File: src/rtl/mpsoc_wb_master_bridge.sv
// ---------------------------------------------------------------------------
// mpsoc_wb_master_bridge
//   Wishbone B3 initiator. Converts a command / write-data stream into
//   classic single or incrementing-burst Wishbone cycles with CTI tagging,
//   write-data wait states, slave-error and stall-timeout abort.
//
// Ports
//   wb_clk_i, wb_rst_i          clock, synchronous active-low reset
//   cmd_valid/cmd_ready         command handshake (we, adr, len, sel)
//   wdat_valid/wdat/wdat_ready  write-data stream, ready == write ACK
//   rdat_valid/rdat             read beats, one cycle, no backpressure
//   rsp_valid/rsp_err           one-cycle completion pulse and status
//   wb_*                        Wishbone B3 master signals
// ---------------------------------------------------------------------------
module mpsoc_wb_master_bridge #(
  parameter int DW      = 32,
  parameter int AW      = 8,
  parameter int LENW    = 4,
  parameter int TIMEOUT = 255
) (
  input  logic              wb_clk_i,
  input  logic              wb_rst_i,
  input  logic              cmd_valid,
  output logic              cmd_ready,
  input  logic              cmd_we,
  input  logic [AW-1:0]     cmd_adr,
  input  logic [LENW-1:0]   cmd_len,
  input  logic [DW/8-1:0]   cmd_sel,
  input  logic              wdat_valid,
  input  logic [DW-1:0]     wdat,
  output logic              wdat_ready,
  output logic              rdat_valid,
  output logic [DW-1:0]     rdat,
  output logic              rsp_valid,
  output logic              rsp_err,
  output logic [AW-1:0]     wb_adr_o,
  output logic [DW-1:0]     wb_dat_o,
  output logic [DW/8-1:0]   wb_sel_o,
  output logic              wb_we_o,
  output logic [1:0]        wb_bte_o,
  output logic [2:0]        wb_cti_o,
  output logic              wb_cyc_o,
  output logic              wb_stb_o,
  input  logic              wb_ack_i,
  input  logic              wb_err_i,
  input  logic [DW-1:0]     wb_dat_i
);

  localparam int TOW = $clog2(TIMEOUT + 1);
  localparam logic [TOW-1:0] TO_LAST = TOW'(TIMEOUT - 1);

  typedef enum logic [1:0] {S_IDLE, S_BUS, S_WWAIT, S_RESP} state_t;

  state_t            state_q;
  logic              we_q;
  logic [AW-1:0]     adr_q;
  logic [DW/8-1:0]   sel_q;
  logic [LENW-1:0]   cnt_q;
  logic              single_q;
  logic              cyc_q;
  logic              stb_q;
  logic [TOW-1:0]    to_q;
  logic              cmd_ready_q;
  logic              rdat_valid_q;
  logic [DW-1:0]     rdat_q;
  logic              rsp_valid_q;
  logic              rsp_err_q;
  logic              beat_ack;

  // A write beat whose data has not arrived yet must not be strobed: the
  // strobe is qualified by wdat_valid, and the FSM parks in WWAIT next edge.
  assign wb_stb_o   = stb_q & (~we_q | wdat_valid);
  assign beat_ack   = wb_stb_o & wb_ack_i & ~wb_err_i;
  assign wdat_ready = beat_ack & we_q;
  assign wb_dat_o   = (stb_q & we_q) ? wdat : {DW{1'b0}};

  // Single-beat cycles are classic (000); bursts mark the last beat with 111.
  assign wb_cti_o   = (!cyc_q || single_q) ? 3'b000 :
                      (cnt_q == {LENW{1'b0}}) ? 3'b111 : 3'b010;
  assign wb_bte_o   = 2'b00;
  assign wb_cyc_o   = cyc_q;
  assign wb_adr_o   = adr_q;
  assign wb_sel_o   = sel_q;
  assign wb_we_o    = we_q;
  assign cmd_ready  = cmd_ready_q;
  assign rdat_valid = rdat_valid_q;
  assign rdat       = rdat_q;
  assign rsp_valid  = rsp_valid_q;
  assign rsp_err    = rsp_err_q;

  // Bus-cycle FSM with all control outputs registered.
  always_ff @(posedge wb_clk_i) begin
    if (!wb_rst_i) begin
      state_q      <= S_IDLE;
      we_q         <= 1'b0;
      adr_q        <= {AW{1'b0}};
      sel_q        <= {(DW/8){1'b0}};
      cnt_q        <= {LENW{1'b0}};
      single_q     <= 1'b1;
      cyc_q        <= 1'b0;
      stb_q        <= 1'b0;
      to_q         <= {TOW{1'b0}};
      cmd_ready_q  <= 1'b1;
      rdat_valid_q <= 1'b0;
      rdat_q       <= {DW{1'b0}};
      rsp_valid_q  <= 1'b0;
      rsp_err_q    <= 1'b0;
    end else begin
      rdat_valid_q <= 1'b0;
      rsp_valid_q  <= 1'b0;
      rsp_err_q    <= 1'b0;
      case (state_q)
        S_IDLE: begin
          if (cmd_valid) begin
            we_q        <= cmd_we;
            adr_q       <= cmd_adr;
            sel_q       <= cmd_sel;
            cnt_q       <= cmd_len;
            single_q    <= (cmd_len == {LENW{1'b0}});
            cmd_ready_q <= 1'b0;
            cyc_q       <= 1'b1;
            to_q        <= {TOW{1'b0}};
            if (!cmd_we || wdat_valid) begin
              stb_q   <= 1'b1;
              state_q <= S_BUS;
            end else begin
              stb_q   <= 1'b0;
              state_q <= S_WWAIT;
            end
          end else begin
            cmd_ready_q <= 1'b1;
          end
        end
        S_BUS: begin
          if (we_q && !wdat_valid) begin
            // strobe already masked this cycle; ACK/ERR cannot count here
            stb_q   <= 1'b0;
            state_q <= S_WWAIT;
          end else if (wb_err_i || (!wb_ack_i && (to_q == TO_LAST))) begin
            cyc_q       <= 1'b0;
            stb_q       <= 1'b0;
            rsp_valid_q <= 1'b1;
            rsp_err_q   <= 1'b1;
            state_q     <= S_RESP;
          end else if (wb_ack_i) begin
            adr_q <= adr_q + AW'(1);
            cnt_q <= cnt_q - LENW'(1);
            to_q  <= {TOW{1'b0}};
            if (!we_q) begin
              rdat_valid_q <= 1'b1;
              rdat_q       <= wb_dat_i;
            end
            if (cnt_q == {LENW{1'b0}}) begin
              cyc_q       <= 1'b0;
              stb_q       <= 1'b0;
              rsp_valid_q <= 1'b1;
              state_q     <= S_RESP;
            end
          end else begin
            to_q <= to_q + TOW'(1);
          end
        end
        S_WWAIT: begin
          if (wdat_valid) begin
            stb_q   <= 1'b1;
            to_q    <= {TOW{1'b0}};
            state_q <= S_BUS;
          end else begin
            stb_q <= 1'b0;
          end
        end
        S_RESP: begin
          cmd_ready_q <= 1'b1;
          state_q     <= S_IDLE;
        end
        default: begin
          cyc_q       <= 1'b0;
          stb_q       <= 1'b0;
          cmd_ready_q <= 1'b1;
          state_q     <= S_IDLE;
        end
      endcase
    end
  end

endmodule

File: config.mk
export PLATFORM = sky130hd
export DESIGN_NAME = mpsoc_wb_master_bridge
export DESIGN_NICKNAME = d
export VERILOG_FILES = /design/src/rtl/mpsoc_wb_master_bridge.sv
export SDC_FILE = /design/constraint.sdc
export NUM_CORES = 1
export LEC_CHECK = 0
export BUFFER_PORTS_ARGS = -buffer_cell sky130_fd_sc_hd__buf_2
export CORE_MARGIN = 5
export CORE_UTILIZATION = 45
export DETAILED_ROUTE_END_ITERATION = 8
export PLACE_DENSITY = 0.86
export SETUP_SLACK_MARGIN = 0.05
export SYNTH_ARGS = -nofsm -noshare
export SYNTH_HDL_FRONTEND = slang
export SYNTH_SLANG_ARGS = --single-unit
File: constraint.sdc
create_clock -name wb_clk_i -period 2.1 [get_ports wb_clk_i]
set_input_delay 0.42 -clock wb_clk_i [delete_from_list [all_inputs] [get_ports wb_clk_i]]
set_output_delay 0.42 -clock wb_clk_i [all_outputs]
set_load 0.005 [all_outputs]
* Word level (Yosys, flattened, before mapping)
Index checks and enable logic that the tools add are counted.
Operators by class: add/subtract/negate cells 3, multiply operators 0, divide/modulo/power cells 0, $lt $le $gt $ge 0, eq/ne operators 13, shifts and indexed selects 0, multiplexer cells 45, bitwise logic cells 13, reduce and logical (&&, ||, !) cells 24
Operators by type and width (count):
- 2-to-1 mux 8 bit | 9
- 2-to-1 mux 32 bit | 1
- case mux 8 bit (3 select lines) | 1
- AND reduction 5 bit | 4
- adder 8 x 1 -> 8 bit (second input constant) | 2
- 2-to-1 mux 4 bit | 4
- case mux 8 bit (2 select lines) | 1
- 2-to-1 mux 1 bit | 15
- 2-to-1 mux 2 bit | 7
- != test 2 bit (second input constant) | 5
- == test 8 bit (second input constant) | 1
- zero test 4 bit | 2
- != test 4 bit (second input constant) | 2
- case mux 2 bit (4 select lines) | 1
- case mux 4 bit (2 select lines) | 1
- AND reduction 4 bit | 2
- NOT 1 bit | 7
- 2-to-1 mux 3 bit | 2
- != test 3 bit (second input constant) | 2
- AND 1 bit | 5
- OR reduction 5 bit | 1
- == test 2 bit (second input constant) | 2
- zero test 1 bit | 4
- case mux 1 bit (2 select lines) | 2
- other kinds (11) | 15
Word-level totals: bits in registers 66, latch bits 0, bits in writable memories 0, bits in read-only memories 0, bits of input ports 87, output and inout port bits 89, word-level logic and storage cells 112, memories 0

* Depth between registers and ports, before layout
Gate-level depths: netlist of the first run.
depth in word-level cells 6, mapped depth 8, depth with buffers taken out 6

* Worst setup path after synthesis of the first run
OpenSTA, ideal clock, no wires.
kind flip-flop to flip-flop, start point reg state_q[0], end point reg to_q[7], setup time 0.073 ns, arrival 1.792 ns, required time 2.027 ns, path slack 0.235 ns, cell stages (with the launch flop) 7, buffers on the path 0, clock period less this slack 1.865 ns, cells stage by stage dfxtp_1 inv_1 ha_1 nor2b_4 nor4_2 or4b_1 o211ai_2
On the way: longest elaborated chain between the ends 3, elaborated cells on any way between the ends 10, classes of those cells eq/ne: 6; mux: 1; reduce/logical: 3
RTL lines:
- start, declared | RTL line 54 | state_t state_q;
- start signal, assigned | RTL line 94 | state_q <= S_IDLE;
- start signal, assigned | RTL line 125 | state_q <= S_BUS;
- start signal, assigned | RTL line 128 | state_q <= S_WWAIT;
- == test 2 x 1 -> 1 bit (tied with other cells) | RTL line 112 | case (state_q)
- != test 2 bit (no source line) / nonzero test 3 bit (equally long branches)
- AND reduction 5 bit (no source line)
- end signal, assigned | RTL line 102 | to_q <= {TOW{1'b0}};
- end signal, assigned | RTL line 122 | to_q <= {TOW{1'b0}};
- end signal, assigned | RTL line 148 | to_q <= {TOW{1'b0}};
- end, declared | RTL line 62 | logic [TOW-1:0] to_q;
Parallel ways exist; a longest one is shown, timed or not. A chain may end at the register's enable or synchronous reset.

* Final worst setup path of the first run
start point reg state_q[0], end point reg to_q[1]
Same word-level chain as after synthesis.

==> results of run 1 <==
metal layers:
metal / up-vias / global-route usage, % / wire (microns)
met5: - / 0 / 0
met3: 12 / 5.47 / 700
li1: 1861 / - / -
met2: 128 / 37.3 / 5340
met4: 0 / 10.7 / 142
met1: 1720 / 27.0 / 4290
through the flow:
step                      hold WS (ns)  std cells
after detailed placement         0.447        686
after floorplan                  0.441        430
final                            0.304        702
after global placement           0.439        686
after global routing             0.284        702
after CTS                        0.290        702
path summary, 6_finish.rpt:
path	from	endpoint
hold / removal	wb_dat_i[11]	rdat[11]$_SDFFE_PN0P_
setup / recovery	state_q[0]$_SDFFE_PN0P_	to_q[1]$_SDFFE_PN0P_
setup reg to reg	state_q[0]$_SDFFE_PN0P_	to_q[1]$_SDFFE_PN0P_
hold reg to reg	rdat[10]$_SDFFE_PN0P_	rdat[10]$_SDFFE_PN0P_
sequential cells by signal, summed over array words and instances, names as in the netlist, 2 cells and up:
signal and flops:
cnt_q 4, state_q 2, wb_adr_o 8, to_q 8, wb_sel_o 4, rdat 32
timing repair:
action	4_1_cts	5_1_grt
resized for setup	0	4
endpoints found under the setup margin	0	7
setup buffers	0	0
power groups by stage:
| stage | logic, W | registers (W) | clock network (W) |
|---|---|---|---|
| floorplan | 0.00111 | 0.00162 | 0 |
| global placement | 0.00165 | 0.00162 | 0 |
| detailed placement | 0.00173 | 0.00163 | 0 |
| CTS | 0.00174 | 0.00160 | 0.00115 |
| global route | 0.00195 | 0.00164 | 0.00121 |
| finish | 0.00176 | 0.00161 | 0.00112 |
cell families (layout without fill, tap and decap cells):
logic type / after synthesis / in the layout / synth area share, %
simple gates: 199 / 199 / 30.4
mux: 3 / 3 / 0.897
compound gates: 107 / 107 / 20.3
other cells: 1 / 2 / 0.112
flops: 66 / 66 / 39.5
fa+ha+maj: 9 / 9 / 3.36
buf+inv: 44 / 217 / 5.46
layout make-up:
cell class	count	area, sq um
timing repair buffer	191	1000
fill	665	2690
tap	99	124
clock buffer	10	138
inverter	10	37.5
multi-input combinational	320	1870
clock inverter	6	73.8
sequential	66	1320
critical path: stages (launching register included):
cell and delay, ns:
dfxtp_1 0.40, inv_1 0.10, ha_1 0.25, nor2b_4 0.16
or3_4 0.41, a2111o_1 0.39, a21oi_1 0.14
layout by cell type (no fill, tap or decap), types with 4 or more instances in the layout:
master	synthesis	final
o311ai_0	5	4
a211oi_1	9	9
nor2_1	10	10
nand3_1	8	8
clkbuf_8	0	10
o21ai_0	9	9
buf_2	2	173
nor3_1	6	6
o31ai_1	7	7
buf_4	4	18
o22ai_1	4	4
nand2_1	98	98
nor2b_1	9	9
dfxtp_1	66	66
ha_1	9	9
a31oi_1	5	5
and3_1	35	35
a21oi_1	47	47
inv_1	9	9
==> impl_metrics.ini, run 1 <==
[logic_synthesis]
yosysSeqAreaShare_pct = 39.5
synth_most_common_cell = nand2_1
syn_area_sq_um = 3350
synthFlopType = dfxtp_1
synth_area_leaders = dfxtp_1 (39%), nand2_1 (11%), a21oi_1 (7.0%), and3_1 (6.5%), ha_1 (3.4%)
syn_avg_cell_area_sq_um = 7.80
ys_ff_latch = 66
yosys_warnings = 0
synth_cell_types = 54
yosysTopAreaCell = dfxtp_1
synth_common_cells = nand2_1 (98), dfxtp_1 (66), a21oi_1 (47)
synth_edf_count = 0
synth.top_cell.area_share_pct = 39.5
syn-instance-count = 429
synth-async-reset-ratio_pct = 0

[power_and_ir_drop]
combPwrFrac_pct = 39.3
p_per_area_nw_per_um2 = 983
p_sw_w = 0.00172
pwr-share-clk_pct = 24.9
ir_drop_v = 0.000672
swShare_pct = 38.2
p_leak_nw = 2.23
finalPower_w = 0.00449
pwr-share-seq_pct = 35.8
p_int_w = 0.00277

[cts]
cts.sinks = 66
cts-root-buf = clkbuf_8
cts_tree = done
clk_path_buf_depth = 2
holdBufCountCts = 0
insertion_delay_ns = 0.34
cts-buffers-inserted = 9
htreeDepth = 3
path_clk_slew_ns = 0.08

[grt]
antenna_found_initial = 0
grt_pass1_vias = 3604
grt_max_degree = 39
track_usage_pct = 22.4
grt_overflow = 0
grt_pass1_wl_microns = 16400

[route]
dr_total_vias = 3721
viasPerCell = 5.30
drt_wl_total_microns = 10500
wl_per_cell_microns = 14.9
first_pass_iters = 4
final_antenna_net_count = 0
drc = 0
dr.first_iter.drc_count = 210

[critical_path]
cp-end-kind = flip-flop
r2r_setup_slack_ns = 0.17
critPathLaunchType = flip-flop
arrival_ns = 2.20
crit_type = flip-flop to flip-flop
reg2regPathDepth = 6
critical_path_required_ns = 2.37
crit_fanout = 7

[cells_and_area]
final_core_util_pct = 63.0
drive_above_1_share_pct = 36.0
nets = 694
syn_to_final_growth_pct = 36.5
final_area_sq_um = 4570
diodes = 0

[timing]
setup_slack_ns = 0.168
period_needed_ns = 1.93
grt_setup_unrepaired = true
final-setup-viol-count = 0
fin_crit_sh_pct = 92.0
fmax_mhz = 518
skew_ns = 0.0108
tns_ns = 0
hold_viol = 0
maxSlewViolCount = 0

[placement]
portBuffers = 173
post-dp-hpwl_microns = 7930
gp_congestion = 0.892
pre_cts_ws_ns = 0.119
dpl_cell_area_sq_um = 4340

[floorplan]
initial_core_util_pct = 46.1
dieArea_sq_um = 9260
io_pins = 176
die_w_microns = 96.2
die_h_microns = 96.2
rows = 31
core_sq_um = 7250

[run_status]
status = finished, final reports clean

[min_path]
holdCritPathClass = input pin to flip-flop
holdPathStages = 3

[run]
max_cap_violations = 0
Note: power is estimated with default switching activity, not from simulation.
==> run 2: changes to the inputs <==
==> constraint.sdc (replaced) <==
create_clock -name wb_clk_i -period 2.1 [get_ports wb_clk_i]
set_input_delay 0.42 -clock wb_clk_i [delete_from_list [all_inputs] [get_ports wb_clk_i]]
set_output_delay 0.42 -clock wb_clk_i [all_outputs]
set_load 0.01 [all_outputs]
==> run 2 against run 1 <==
  * Sequential power hardly changed
  * Die area stayed put
  * Design area is 0.74% higher
  * Setup slack better by 0.021 ns
  * Register-to-register slack better by 0.02 ns
  * Hold slack worse by 0.0022 ns
  * Via count is 0.54% higher
  * Final cell count stayed put
==> impl_metrics.ini, run 2 (synthesis gave the netlist of run 1 again) <==
[cts]
cts_tree = done
cts-root-buf = clkbuf_8
post_cts_buffers = 0
cts-buffers-inserted = 9
htreeDepth = 3
cts.sinks = 66
clk_path_buf_depth = 2
path_clk_slew_ns = 0.08
insertion_delay_ns = 0.35

[timing]
skew_ns = 0.0138
period_needed_ns = 1.91
tns_ns = 0
grt_setup_unrepaired = false
hold_viol = 0
fin_crit_sh_pct = 91.0
fmax_mhz = 523
final-setup-viol-count = 0
maxSlewViolCount = 0
setup_slack_ns = 0.189

[grt]
track_usage_pct = 21.6
antenna_found_initial = 0
grt_pass1_vias = 3510
grt_overflow = 0
grt_max_degree = 39
grt_pass1_wl_microns = 15900

[min_path]
hold_path.startpoint = cmd_sel[3]
holdCritPathClass = input pin to flip-flop

[route]
drt_wl_total_microns = 10500
dr_total_vias = 3741
final_antenna_net_count = 0
dr.first_iter.drc_count = 226
wl_per_cell_microns = 14.9
drc = 0
viasPerCell = 5.33
first_pass_iters = 5

[placement]
portBuffers = 173
gp_congestion = 0.886
post-dp-hpwl_microns = 7780
pre_cts_ws_ns = 0.117

[cells_and_area]
largest_reg_flops = 32
drive_above_1_share_pct = 35.8
final_cell_mix = buf_2 (173), nand2_1 (98), dfxtp_1 (66)
syn_to_final_growth_pct = 37.5
nets = 694
final_common_cell = buf_2
diodes = 0

[power_and_ir_drop]
ir_drop_v = 0.000604
p_leak_nw = 2.24
p_per_area_nw_per_um2 = 1040

[critical_path]
r2r_start = state_q[0]$_SDFFE_PN0P_
cp-end-kind = flip-flop
crit_fanout = 5
critical_path_required_ns = 2.37
crit_type = flip-flop to flip-flop
crit_start = state_q[0]$_SDFFE_PN0P_
arrival_ns = 2.18
critPathLaunchType = flip-flop

[floorplan]
core_sq_um = 7250
rows = 31
io_pins = 176
initial_core_util_pct = 46.1
die_h_microns = 96.2
dieArea_sq_um = 9260
die_w_microns = 96.2

[run]
max_cap_violations = 0

[run_status]
status = finished, final reports clean
run 2: worst paths after layout:
| path | to | slack [ns] | depth (start not counted) |
|---|---|---|---|
| worst max-delay path | to_q[7]$_SDFFE_PN0P_ | 0.19 | 6 |
| worst max register to register | to_q[7]$_SDFFE_PN0P_ | 0.19 | 6 |
| worst min register to register | wb_sel_o[1]$_SDFFE_PN0P_ | 0.45 | 2 |
| worst min-delay path | wb_sel_o[3]$_SDFFE_PN0P_ | 0.30 | 3 |
run 2: power by group:
group	switching (W)	leakage [nW]	total, W	internal [W]
Combinational	0.00110	1.58	0.00183	0.000730
Clock	0.000516	0.119	0.00134	0.000823
Sequential	0.000151	0.537	0.00160	0.00145
Total	0.00177	2.24	0.00477	0.00300
run 2: timing repair:
action                                  4_1_cts  5_1_grt
hold buffers                                  0        0
hold endpoints to repair                      0        0
resized for setup                             0        2
endpoints found under the setup margin        0        3
run 2: worst max-delay path, cell delays in order (launching register included):
cell and delay [ns]:
dfxtp_1 0.38, inv_1 0.10, ha_1 0.26, nor2b_4 0.16
nor4_4 0.35, or4b_1 0.50, o211ai_2 0.09
run 2: routing by layer:
layer  track usage [%]  part of all wire, %  vias up
met5                 0                    0        -
met4              8.65                  1.5        0
met3              7.11                  8.1       15
met2              35.0                   49      166
met1              26.3                   41     1704
li1                  -                    -     1856
run 2: area by class of cell:
class	count	area, sq um
repair buffers	191	1000
inverters	10	37.5
multi-input cells	320	1870
well taps	99	124
clock buffers	10	138
flip-flops and latches	66	1320
fillers	656	2650
clock inverters	6	114
run 2: stage by stage:
step | cell area (sq um) | cells | hold WS (ns) | total power (W) | utilization (%)
after floorplan | 3350 | 430 | 0.441 | 0.00280 | -
after global placement | 4340 | 686 | 0.439 | 0.00334 | 59.8
after detailed placement | 4340 | 686 | 0.446 | 0.00342 | 59.8
after CTS | 4590 | 702 | 0.295 | 0.00475 | 63.3
after global routing | 4600 | 702 | 0.288 | 0.00507 | 63.4
final | 4600 | 702 | 0.302 | 0.00477 | 63.4
==> run 3: changes to the inputs <==
--- a/config.mk
+++ b/config.mk
@@ -6,6 +6,7 @@
 export NUM_CORES = 1
 export LEC_CHECK = 0
 export BUFFER_PORTS_ARGS = -buffer_cell sky130_fd_sc_hd__buf_2
+export CORE_ASPECT_RATIO = 0.6
 export CORE_MARGIN = 5
 export CORE_UTILIZATION = 45
 export DETAILED_ROUTE_END_ITERATION = 8
==> run 3 against run 2 <==
  * Combinational power hardly changed
  * Critical path depth is the same
  * Clock skew is 0.010 ns lower
  * Setup slack got worse by 0.013 ns
  * Sequential cell count stayed put
  * Routed wire length down 1.6%
  * Critical path type unchanged
  * Largest cell class unchanged
  * Largest power group unchanged
  * Highest routed layer unchanged
==> impl_metrics.ini, run 3 (synthesis gave the netlist of run 1 again) <==
[run_status]
status = finished, final reports clean

[critical_path]
reg2reg_to = to_q[1]$_SDFFE_PN0P_
critical_path_required_ns = 2.34
crit_type = flip-flop to flip-flop
critical_path.slowest_cell = or3_4
reg2regPathDepth = 6
critPathBufInv = 1
crit_chain = inv_1 -> ha_1 -> nor2b_4 -> or3_4 -> a2111o_1 -> a21oi_1
slowest_delay_ns = 0.40
critPathLaunchType = flip-flop
r2r_start = state_q[0]$_SDFFE_PN0P_
arrival_ns = 2.17
r2r_setup_slack_ns = 0.18
critical_path_depth = 6
cp-end-kind = flip-flop
critPathTopFamily = compound AO/OA/AOI/OAI gates
crit_fanout = 7

[cells_and_area]
diodes = 0
final_cell_mix = buf_2 (173), nand2_1 (98), dfxtp_1 (66)
drive_above_1_share_pct = 35.4
final_area_sq_um = 4670
final_cells = 703
largest_reg_flops = 32
nets = 691
syn_to_final_growth_pct = 39.4
final_common_cell = buf_2
final_core_util_pct = 64.5

[cts]
htreeDepth = 3
holdBufCountCts = 0
cts-buffers-inserted = 9
cts-root-buf = clkbuf_16
cts_tree = done
path_clk_slew_ns = 0.05
post_cts_buffers = 0
insertion_delay_ns = 0.32
clk_path_buf_depth = 2
cts.sinks = 66

[floorplan]
dieArea_sq_um = 9320
rows = 24
die_w_microns = 121
die_h_microns = 76.8
initial_core_util_pct = 46.2
core_sq_um = 7240
io_pins = 176

[placement]
post-dp-hpwl_microns = 7820
dpl_cell_area_sq_um = 4330
dpl.cell_count = 688
portBuffers = 173
gp_congestion = 0.913

[min_path]
holdCritPathClass = input pin to flip-flop
holdPathStages = 3
min_to = rdat[9]$_SDFFE_PN0P_
hold_path.startpoint = wb_dat_i[9]

[run]
max_cap_violations = 0

[grt]
track_usage_pct = 21.0
grt_max_degree = 39
grt_overflow = 0
antenna_found_initial = 0
grt_pass1_vias = 3427
grt_pass1_wl_microns = 16400

[timing]
fin_crit_sh_pct = 91.6
skew_ns = 0.00340
final-setup-viol-count = 0
period_needed_ns = 1.92
hold_viol = 0
maxSlewViolCount = 0
whs_ns = 0.336
tns_ns = 0
fmax_mhz = 520
grt_setup_unrepaired = false

[power_and_ir_drop]
ir_drop_v = 0.000946
pwr-share-clk_pct = 31.5
p_per_area_nw_per_um2 = 1080
p_int_w = 0.00328
p_leak_nw = 2.26
p_sw_w = 0.00177
combPwrFrac_pct = 36.5
swShare_pct = 35.1
pwr-share-seq_pct = 31.9

[route]
drc = 0
viasPerCell = 5.31
final_antenna_net_count = 0
wl_per_cell_microns = 14.7
dr_total_vias = 3732
drt_wl_total_microns = 10300
dr.first_iter.drc_count = 162
first_pass_iters = 5
## run 3: cell type report
type	instances	area, sq um
fill	639	2570
multi-input combinational	320	1870
sequential	66	1320
timing repair buffer	188	991
clock buffer	13	260
tap	104	130
clock inverter	2	60.1
inverter	10	37.5
## run 3: per-layer routing
metal	part of all wire [%]	GRT usage, %	vias up
met5	0	0	-
met4	1.3	5.15	0
met3	8.6	6.32	16
met2	45	33.4	165
met1	45	27.7	1697
li1	-	-	1854
## run 3: worst min-delay path: cells and delay by family
family	cells	cell delay (ns)
compound gates	1	0.05
buf+inv	1	0.10
simple gates	1	0.04
## run 3: worst max path at each step
stage                                       to                     from  slack (ns)
after CTS                 to_q[1]$_SDFFE_PN0P_  state_q[0]$_SDFFE_PN0P_        0.12
final                     to_q[1]$_SDFFE_PN0P_  state_q[0]$_SDFFE_PN0P_        0.18
after detailed placement  to_q[1]$_SDFFE_PN0P_  state_q[0]$_SDFFE_PN0P_        0.13
after global placement    to_q[1]$_SDFFE_PN0P_  state_q[0]$_SDFFE_PN0P_        0.22
after floorplan           to_q[7]$_SDFFE_PN0P_  state_q[0]$_SDFFE_PN0P_        0.24
after global routing      to_q[7]$_SDFFE_PN0P_  state_q[0]$_SDFFE_PN0P_        0.05
## run 3: power by group through the flow
| stage | clock network (W) | logic (W) | registers [W] |
|---|---|---|---|
| 6_report | 0.00160 | 0.00185 | 0.00161 |
| 4_1_cts | 0.00164 | 0.00182 | 0.00161 |
| 3_3_place_gp | 0 | 0.00177 | 0.00162 |
| 5_1_grt | 0.00170 | 0.00204 | 0.00164 |
| 2_1_floorplan | 0 | 0.00112 | 0.00167 |
| 3_5_place_dp | 0 | 0.00181 | 0.00163 |
## run 3: what timing repair did
| item | in CTS | in global routing |
|---|---|---|
| setup endpoints to repair | 0 | 6 |
| resized for setup | 0 | 3 |
| endpoints found under the hold margin | 0 | 0 |
## run 3: through the flow
stage	setup slack, ns	total power (W)
after floorplan	0.235	0.00280
after detailed placement	0.128	0.00344
after global placement	0.216	0.00338
after CTS	0.116	0.00506
after global routing	0.0518	0.00538
final	0.176	0.00506
